### src/rtl/machine_button_conditioner_pkg.sv
// Shared constants and state encoding for the push-button conditioner.
package machine_button_conditioner_pkg;

    // Default timing for a 1 kHz system clock.
    localparam int unsigned DEBOUNCE_CYCLES_1KHZ = 1;
    localparam int unsigned REPEAT_DELAY_1KHZ    = 25;
    localparam int unsigned REPEAT_RATE_1KHZ     = 5;

    // Default timing for a 1000 MHz system clock.
    localparam int unsigned DEBOUNCE_CYCLES_1GHZ = 50000;
    localparam int unsigned REPEAT_DELAY_1GHZ    = 25000000;
    localparam int unsigned REPEAT_RATE_1GHZ     = 5000000;

    // Per-channel edge/auto-repeat state.
    typedef enum logic [1:0] {
        StIdle   = 2'd0,
        StDelay  = 2'd1,
        StRepeat = 2'd2,
        StHeld   = 2'd3
    } btn_state_e;

    function automatic int unsigned max_u(input int unsigned a, input int unsigned b);
        return (a > b) ? a : b;
    endfunction

endpackage

### src/rtl/machine_button_channel.sv
// One button channel: synchroniser, debouncer and edge/auto-repeat FSM.
module machine_button_channel
    import machine_button_conditioner_pkg::*;
#(
    parameter int unsigned SYNC_STAGES     = 2,
    parameter int unsigned DEBOUNCE_CYCLES = DEBOUNCE_CYCLES_1GHZ,
    parameter int unsigned REPEAT_DELAY    = REPEAT_DELAY_1GHZ,
    parameter int unsigned REPEAT_RATE     = REPEAT_RATE_1GHZ
) (
    input  logic system1000,
    input  logic system1000_rst,
    input  logic btn_raw,
    output logic btn_level,
    output logic btn_pulse
);

    localparam int unsigned DEB_W = $clog2(DEBOUNCE_CYCLES + 1);
    localparam int unsigned RPT_W = $clog2(max_u(REPEAT_DELAY, REPEAT_RATE) + 1);

    localparam logic [DEB_W-1:0] DEB_TERM   = DEB_W'(DEBOUNCE_CYCLES - 1);
    // Unreachable when REPEAT_DELAY is 0 (the FSM goes straight to HELD).
    localparam logic [RPT_W-1:0] DELAY_TERM = RPT_W'(REPEAT_DELAY - 1);
    localparam logic [RPT_W-1:0] RATE_TERM  = RPT_W'(REPEAT_RATE - 1);

    logic [SYNC_STAGES-1:0] r_sync;
    logic [DEB_W-1:0]       r_cnt;
    logic                   r_level;
    logic [RPT_W-1:0]       r_rpt;
    btn_state_e             r_state;
    logic                   r_pulse;

    logic w_s;
    logic w_level_d;

    assign w_s = r_sync[SYNC_STAGES-1];

    // Shift the raw asynchronous input through the synchroniser chain.
    always_ff @(posedge system1000) begin
        if (system1000_rst) begin
            r_sync <= '0;
        end else begin
            r_sync <= {r_sync[SYNC_STAGES-2:0], btn_raw};
        end
    end

    // Next debounced level, so the FSM can pulse in the same cycle the level rises.
    always_comb begin
        w_level_d = r_level;
        if ((w_s != r_level) && (r_cnt == DEB_TERM)) begin
            w_level_d = w_s;
        end
    end

    // Accept a new level only after it has been stable for DEBOUNCE_CYCLES cycles.
    always_ff @(posedge system1000) begin
        if (system1000_rst) begin
            r_cnt   <= '0;
            r_level <= 1'b0;
        end else if (w_s == r_level) begin
            r_cnt <= '0;
        end else if (r_cnt == DEB_TERM) begin
            r_level <= w_s;
            r_cnt   <= '0;
        end else begin
            r_cnt <= r_cnt + DEB_W'(1);
        end
    end

    // Edge/auto-repeat FSM with a registered one-cycle pulse output.
    always_ff @(posedge system1000) begin
        if (system1000_rst) begin
            r_state <= StIdle;
            r_rpt   <= '0;
            r_pulse <= 1'b0;
        end else begin
            r_pulse <= 1'b0;
            if (!w_level_d) begin
                // Release drops any pending repeat.
                r_state <= StIdle;
                r_rpt   <= '0;
            end else begin
                unique case (r_state)
                    StIdle: begin
                        if (!r_level) begin
                            r_pulse <= 1'b1;
                            r_rpt   <= '0;
                            r_state <= (REPEAT_DELAY == 0) ? StHeld : StDelay;
                        end
                    end
                    StDelay: begin
                        if (r_rpt == DELAY_TERM) begin
                            // Guard keeps pulses at least one cycle apart for tiny settings.
                            r_pulse <= !r_pulse;
                            r_rpt   <= '0;
                            r_state <= StRepeat;
                        end else begin
                            r_rpt <= r_rpt + RPT_W'(1);
                        end
                    end
                    StRepeat: begin
                        if (r_rpt == RATE_TERM) begin
                            r_pulse <= !r_pulse;
                            r_rpt   <= '0;
                        end else begin
                            r_rpt <= r_rpt + RPT_W'(1);
                        end
                    end
                    StHeld: begin
                        r_rpt <= '0;
                    end
                    default: begin
                        r_state <= StIdle;
                        r_rpt   <= '0;
                    end
                endcase
            end
        end
    end

    assign btn_level = r_level;
    assign btn_pulse = r_pulse;

endmodule

### src/rtl/machine_button_conditioner.sv
// Conditions NBTN raw push-buttons into debounced levels and auto-repeating step pulses.
module machine_button_conditioner
    import machine_button_conditioner_pkg::*;
#(
    parameter int unsigned NBTN            = 4,
    parameter int unsigned SYNC_STAGES     = 2,
    parameter int unsigned DEBOUNCE_CYCLES = DEBOUNCE_CYCLES_1GHZ,
    parameter int unsigned REPEAT_DELAY    = REPEAT_DELAY_1GHZ,
    parameter int unsigned REPEAT_RATE     = REPEAT_RATE_1GHZ
) (
    input  logic            system1000,
    input  logic            system1000_rst,
    input  logic [NBTN-1:0] btn_raw,
    output logic [NBTN-1:0] btn_level,
    output logic [NBTN-1:0] btn_pulse
);

    for (genvar g = 0; g < NBTN; g++) begin : g_chan
        machine_button_channel #(
            .SYNC_STAGES     (SYNC_STAGES),
            .DEBOUNCE_CYCLES (DEBOUNCE_CYCLES),
            .REPEAT_DELAY    (REPEAT_DELAY),
            .REPEAT_RATE     (REPEAT_RATE)
        ) u_chan (
            .system1000     (system1000),
            .system1000_rst (system1000_rst),
            .btn_raw        (btn_raw[g]),
            .btn_level      (btn_level[g]),
            .btn_pulse      (btn_pulse[g])
        );
    end

endmodule

### config.mk
export PLATFORM = sky130hd
export DESIGN_NAME = machine_button_conditioner
export DESIGN_NICKNAME = d
export VERILOG_FILES = /design/src/rtl/machine_button_conditioner_pkg.sv /design/src/rtl/machine_button_channel.sv /design/src/rtl/machine_button_conditioner.sv
export SDC_FILE = /design/constraint.sdc
export NUM_CORES = 1
export LEC_CHECK = 0
export ABC_AREA = 1
export CAP_MARGIN = 30
export CORE_MARGIN = 8
export CORE_UTILIZATION = 50
export CTS_BUF_LIST = sky130_fd_sc_hd__clkbuf_4
export DETAILED_ROUTE_END_ITERATION = 6
export GPL_TIMING_DRIVEN = 0
export PLACE_DENSITY = 0.68
export SLEW_MARGIN = 15
export SYNTH_ARGS = -nofsm -noshare
export SYNTH_HDL_FRONTEND = slang
export SYNTH_SLANG_ARGS = --single-unit
### constraint.sdc
create_clock -name system1000 -period 1.7 [get_ports system1000]
set_input_delay 0.255 -clock system1000 [delete_from_list [all_inputs] [get_ports system1000]]
set_output_delay 0.255 -clock system1000 [all_outputs]
set_load 0.02 [all_outputs]
==> results.sh <==
export IMPL_multi_input_gate_area_in_the_final_layout_sq_um=7254
export IMPL_place_detailed_hpwl_mm=19.88
export IMPL_design_die_area_sq_um=27750
export IMPL_largest_net_degree_at_the_start_of_global_routing=17
export IMPL_ys_top_cells_by_area="sky130_fd_sc_hd__dfxtp_1 33%, sky130_fd_sc_hd__nand2_1 18%, sky130_fd_sc_hd__nor2_1 11%, sky130_fd_sc_hd__a21oi_1 6.6%, sky130_fd_sc_hd__inv_1 6.1%"
export IMPL_slew_headroom_pct=71.06
export IMPL_sequentialPowerShare_pct=63.0
export IMPL_initial_standard_cell_utilization_of_the_core_pct=50.55
export IMPL_status="completed"
export IMPL_timing_worst_setup_path_type="reg -> reg"
export IMPL_drt_initial_drc_count=685
export IMPL_cellInternalPower_mw=5.328
export IMPL_cts_root_buffer_cell="sky130_fd_sc_hd__clkbuf_4"
export IMPL_worst_setup_path_end_kind="register"
export IMPL_timing_final_max_slew_violations=0
export IMPL_core_area_sq_um=22430
export IMPL_place_inst=2131
export IMPL_critPathMaxStageDelay_ns=0.38
export IMPL_postSynthRegisterBits=188
export IMPL_synth_avg_cell_area_sq_um=6.186
export IMPL_worst_ep_required_time_ns=2.20
export IMPL_fin_util_pct=61.38
export IMPL_combPwrFrac_pct=1.0
export IMPL_critical_path_slowest_cell="sky130_fd_sc_hd__dfxtp_2"
export IMPL_max_cap_violations=0
export IMPL_vias_in_the_first_global_route=10577
export IMPL_post_synth_inst_count=1833
export IMPL_antenna_found_initial=1
export IMPL_cpMostUsedCell="sky130_fd_sc_hd__nand2_4"
export IMPL_number_of_unique_standard_cell_types_used_by_synthesis=41
export IMPL_antenna_left=0
export IMPL_power_density_cell_area_nw_per_um2=508.9
export IMPL_buffers_added_on_ports=13
export IMPL_type_of_origin_of_the_critical_path="register"
export IMPL_clock_skew_ns=0.02968
export IMPL_num_nets_final=1970
export IMPL_synth_top_cell_area_share_pct=33.19
export IMPL_synth_sequential_area_ratio_pct=33.19
export IMPL_net_switching_power_mw=1.680
export IMPL_insertion_delay_ns=0.61
export IMPL_fin_crit_period_ns=1.676
export IMPL_drive_gt1_share_pct=23.62
export IMPL_post_route_period_util_pct=98.57
export IMPL_power_ir_vdd_worst_v=0.0003957
export IMPL_leakagePower_nw=4.705
export IMPL_fillers=2175
export IMPL_critPathArrivalTime_ns=2.18
export IMPL_dr_total_vias=11696
export IMPL_route_detailed_wl_per_inst_um=13.15
export IMPL_hold_path_depth=3
export IMPL_die_h_um=166.6
export IMPL_detail_route_vias_per_cell=5.226
export IMPL_rsz0062_at_grt="yes"
export IMPL_cts_hold_buffers=0
export IMPL_clock_sink_count=188
export IMPL_finalNonFillerCells=2238
export IMPL_cts_max_level=4
export IMPL_firstDrtPassIters=7
export IMPL_post_synth_instance_area_sq_um=11340
export IMPL_final_setup_violation_count=0
export IMPL_cts_buffers=17
export IMPL_final_common_cell="sky130_fd_sc_hd__nand2_1"
export IMPL_sequential_cell_area_sq_um=3859
export IMPL_finalHoldViolations=0
export IMPL_tritoncts="built"
export IMPL_rows=55
export IMPL_drt_wl_total_mm=29.44
export IMPL_power_switching_fraction_pct=23.97
export IMPL_die_w_um=166.6
export IMPL_tightestPinTransition_ns=0.4340
export IMPL_grt_use_total_pct=19.88
export IMPL_setup_ws_final_ns=0.02438
export IMPL_global_route_wire_length_before_repair_mm=47.73
export IMPL_gp_routability_congestion=0.9463
export IMPL_r2r_worst_path_cells=11
export IMPL_place_worst_setup_slack_ns=-0.3599
export IMPL_top_library_cells_by_usage_in_the_layout_fill_and_taps_aside="503 x sky130_fd_sc_hd__nand2_1, 298 x sky130_fd_sc_hd__nor2_1, 175 x sky130_fd_sc_hd__inv_1, 122 x sky130_fd_sc_hd__dfxtp_1, 104 x sky130_fd_sc_hd__nand3_1"
export IMPL_timing_hold_ws_ns=0.1392
export IMPL_clock_path_buffers=2
export IMPL_fmax_mhz=596.8
export IMPL_clock_pin_slew_reported_for_the_worst_setup_and_hold_paths_after_clock_tree_synthesis_ns=0.16
export IMPL_syn_num_nets=1863
export IMPL_clock_power_share_pct=36.0
export IMPL_grt_overflow_total=0
export IMPL_hold_path_class="in -> reg"
export IMPL_boundaryPins=14
export IMPL_yosys_area_top_type="sky130_fd_sc_hd__dfxtp_1"
export IMPL_syn2layout_area_growth_pct=21.44
export IMPL_critical_path_cell_chain="ha_4, nand2_4, nor2_2, nand2_1, nor2_2, nand4_1, nand2_2, nand2_4, clkbuf_16, nand2_4, a21oi_2"
export IMPL_crit_fanout=6
export IMPL_drt_drc_violations_left=0
export IMPL_yosys_warnings=0
## sequential cells by signal, indices dropped and copies added (netlist names)
register	count
g_chan.u_chan.r_rpt	100
g_chan.u_chan.btn_pulse	4
g_chan.u_chan.r_cnt	64
g_chan.u_chan.btn_level	4
g_chan.u_chan.r_state	8
g_chan.u_chan.r_sync	8
## metrics by stage
stage	power, mW	cell area (sq um)	setup TNS, ns
after floorplan	4.551	11340	0
after detailed placement	4.578	11830	-36.39
after CTS	7.087	12640	0
after global placement	4.577	11830	-34.99
final	7.008	13770	0
after global routing	7.265	13770	-2.271
## synth_stat cells
cell and instances:
sky130_fd_sc_hd__clkbuf_1 10, sky130_fd_sc_hd__or2_0 1, sky130_fd_sc_hd__nor2_4 6, sky130_fd_sc_hd__a21oi_4 1
sky130_fd_sc_hd__nor2b_1 1, sky130_fd_sc_hd__nor3_1 35, sky130_fd_sc_hd__a31oi_1 5, sky130_fd_sc_hd__o21ai_0 22
sky130_fd_sc_hd__xnor2_1 11, sky130_fd_sc_hd__buf_4 15, sky130_fd_sc_hd__inv_2 17, sky130_fd_sc_hd__o21a_1 6
sky130_fd_sc_hd__xor2_1 22, sky130_fd_sc_hd__or2_2 6, sky130_fd_sc_hd__nor2_1 328, sky130_fd_sc_hd__inv_1 183
sky130_fd_sc_hd__nor3b_1 12, sky130_fd_sc_hd__nand3_1 110, sky130_fd_sc_hd__nand3_2 3, sky130_fd_sc_hd__nand2_1 552
sky130_fd_sc_hd__a21oi_2 20, sky130_fd_sc_hd__o21ai_2 1, sky130_fd_sc_hd__and3_1 1, sky130_fd_sc_hd__and2_1 3
sky130_fd_sc_hd__a21oi_1 149, sky130_fd_sc_hd__nand4_1 29, sky130_fd_sc_hd__nor3_2 1, sky130_fd_sc_hd__o21ai_1 1
sky130_fd_sc_hd__a211oi_1 2, sky130_fd_sc_hd__ha_1 24, sky130_fd_sc_hd__dfxtp_1 188, sky130_fd_sc_hd__buf_2 16
sky130_fd_sc_hd__o21bai_1 3, sky130_fd_sc_hd__buf_6 4, sky130_fd_sc_hd__o211ai_1 3, sky130_fd_sc_hd__nand3b_1 4
sky130_fd_sc_hd__nand2_2 12, sky130_fd_sc_hd__clkinv_1 1, sky130_fd_sc_hd__nor2_2 18, sky130_fd_sc_hd__inv_4 1
sky130_fd_sc_hd__o2111ai_1 6
## power groups by stage
stage          registers (mW)  clock network (mW)  logic (mW)
2_1_floorplan            4.52                   0      0.0322
3_3_place_gp             4.52                   0      0.0569
3_5_place_dp             4.52                   0      0.0575
4_1_cts                  4.42                2.60      0.0613
5_1_grt                  4.42                2.77      0.0759
6_report                 4.42                2.52      0.0682
## kinds of logic (layout without fill, tap and decap cells)
| logic type | after synthesis | in the layout | share of synthesized area, % |
|---|---|---|---|
| fa+ha+maj | 24 | 24 | 2.648 |
| compound gates | 219 | 219 | 11.02 |
| other cells | 0 | 1 | 0 |
| xor+xnor | 33 | 33 | 2.549 |
| simple gates | 1122 | 1125 | 41.45 |
| buf+inv | 247 | 363 | 9.136 |
| flops | 188 | 188 | 33.19 |
## per-layer routing
layer / up-vias / track usage [%] / routed length (um)
met5: - / 0 / 0
met4: 0 / 6.972 / 642
met3: 60 / 3.050 / 1124
met2: 240 / 34.16 / 14080
met1: 5361 / 24.92 / 13590
li1: 6035 / - / -
## final timing paths
path                                            startpoint  slack [ns]                         end
worst max-delay path             g_chan[1].u_chan.r_rpt[0]        0.02   g_chan[1].u_chan.r_rpt[7]
worst min register to register  g_chan[0].u_chan.r_sync[0]        0.41  g_chan[0].u_chan.r_sync[1]
worst min-delay path                            btn_raw[0]        0.14  g_chan[0].u_chan.r_sync[0]
worst max register to register   g_chan[1].u_chan.r_rpt[0]        0.02   g_chan[1].u_chan.r_rpt[7]
## area by class of cell
class                   count  share of cell area [%]
multi-input cells        1401                   52.68
flip-flops and latches    188                   28.02
diodes                      1                 0.01817
clock inverters            13                   1.009
clock buffers              18                  0.9813
inverters                 202                   5.697
well taps                 285                   2.589
repair buffers             85                   5.915
plain buffers              45                   3.089
## worst max-delay path, delay by kind of cell (launching register included)
kind,cells,cell delay (ns)
fa+ha+maj,1,0.15
buf+inv,1,0.19
flops,1,0.38
simple gates,8,0.80
compound gates,1,0.04
## repair_timing
action | in CTS | in global routing
buffers inserted | 32 | 32
cloned | 1 | 10
endpoints found under the hold margin | 0 | 0
pin swaps | 16 | 30
resized for setup | 115 | 248
setup endpoints to repair | 130 | 167
No activity file was read; power rests on OpenSTA's default activity.
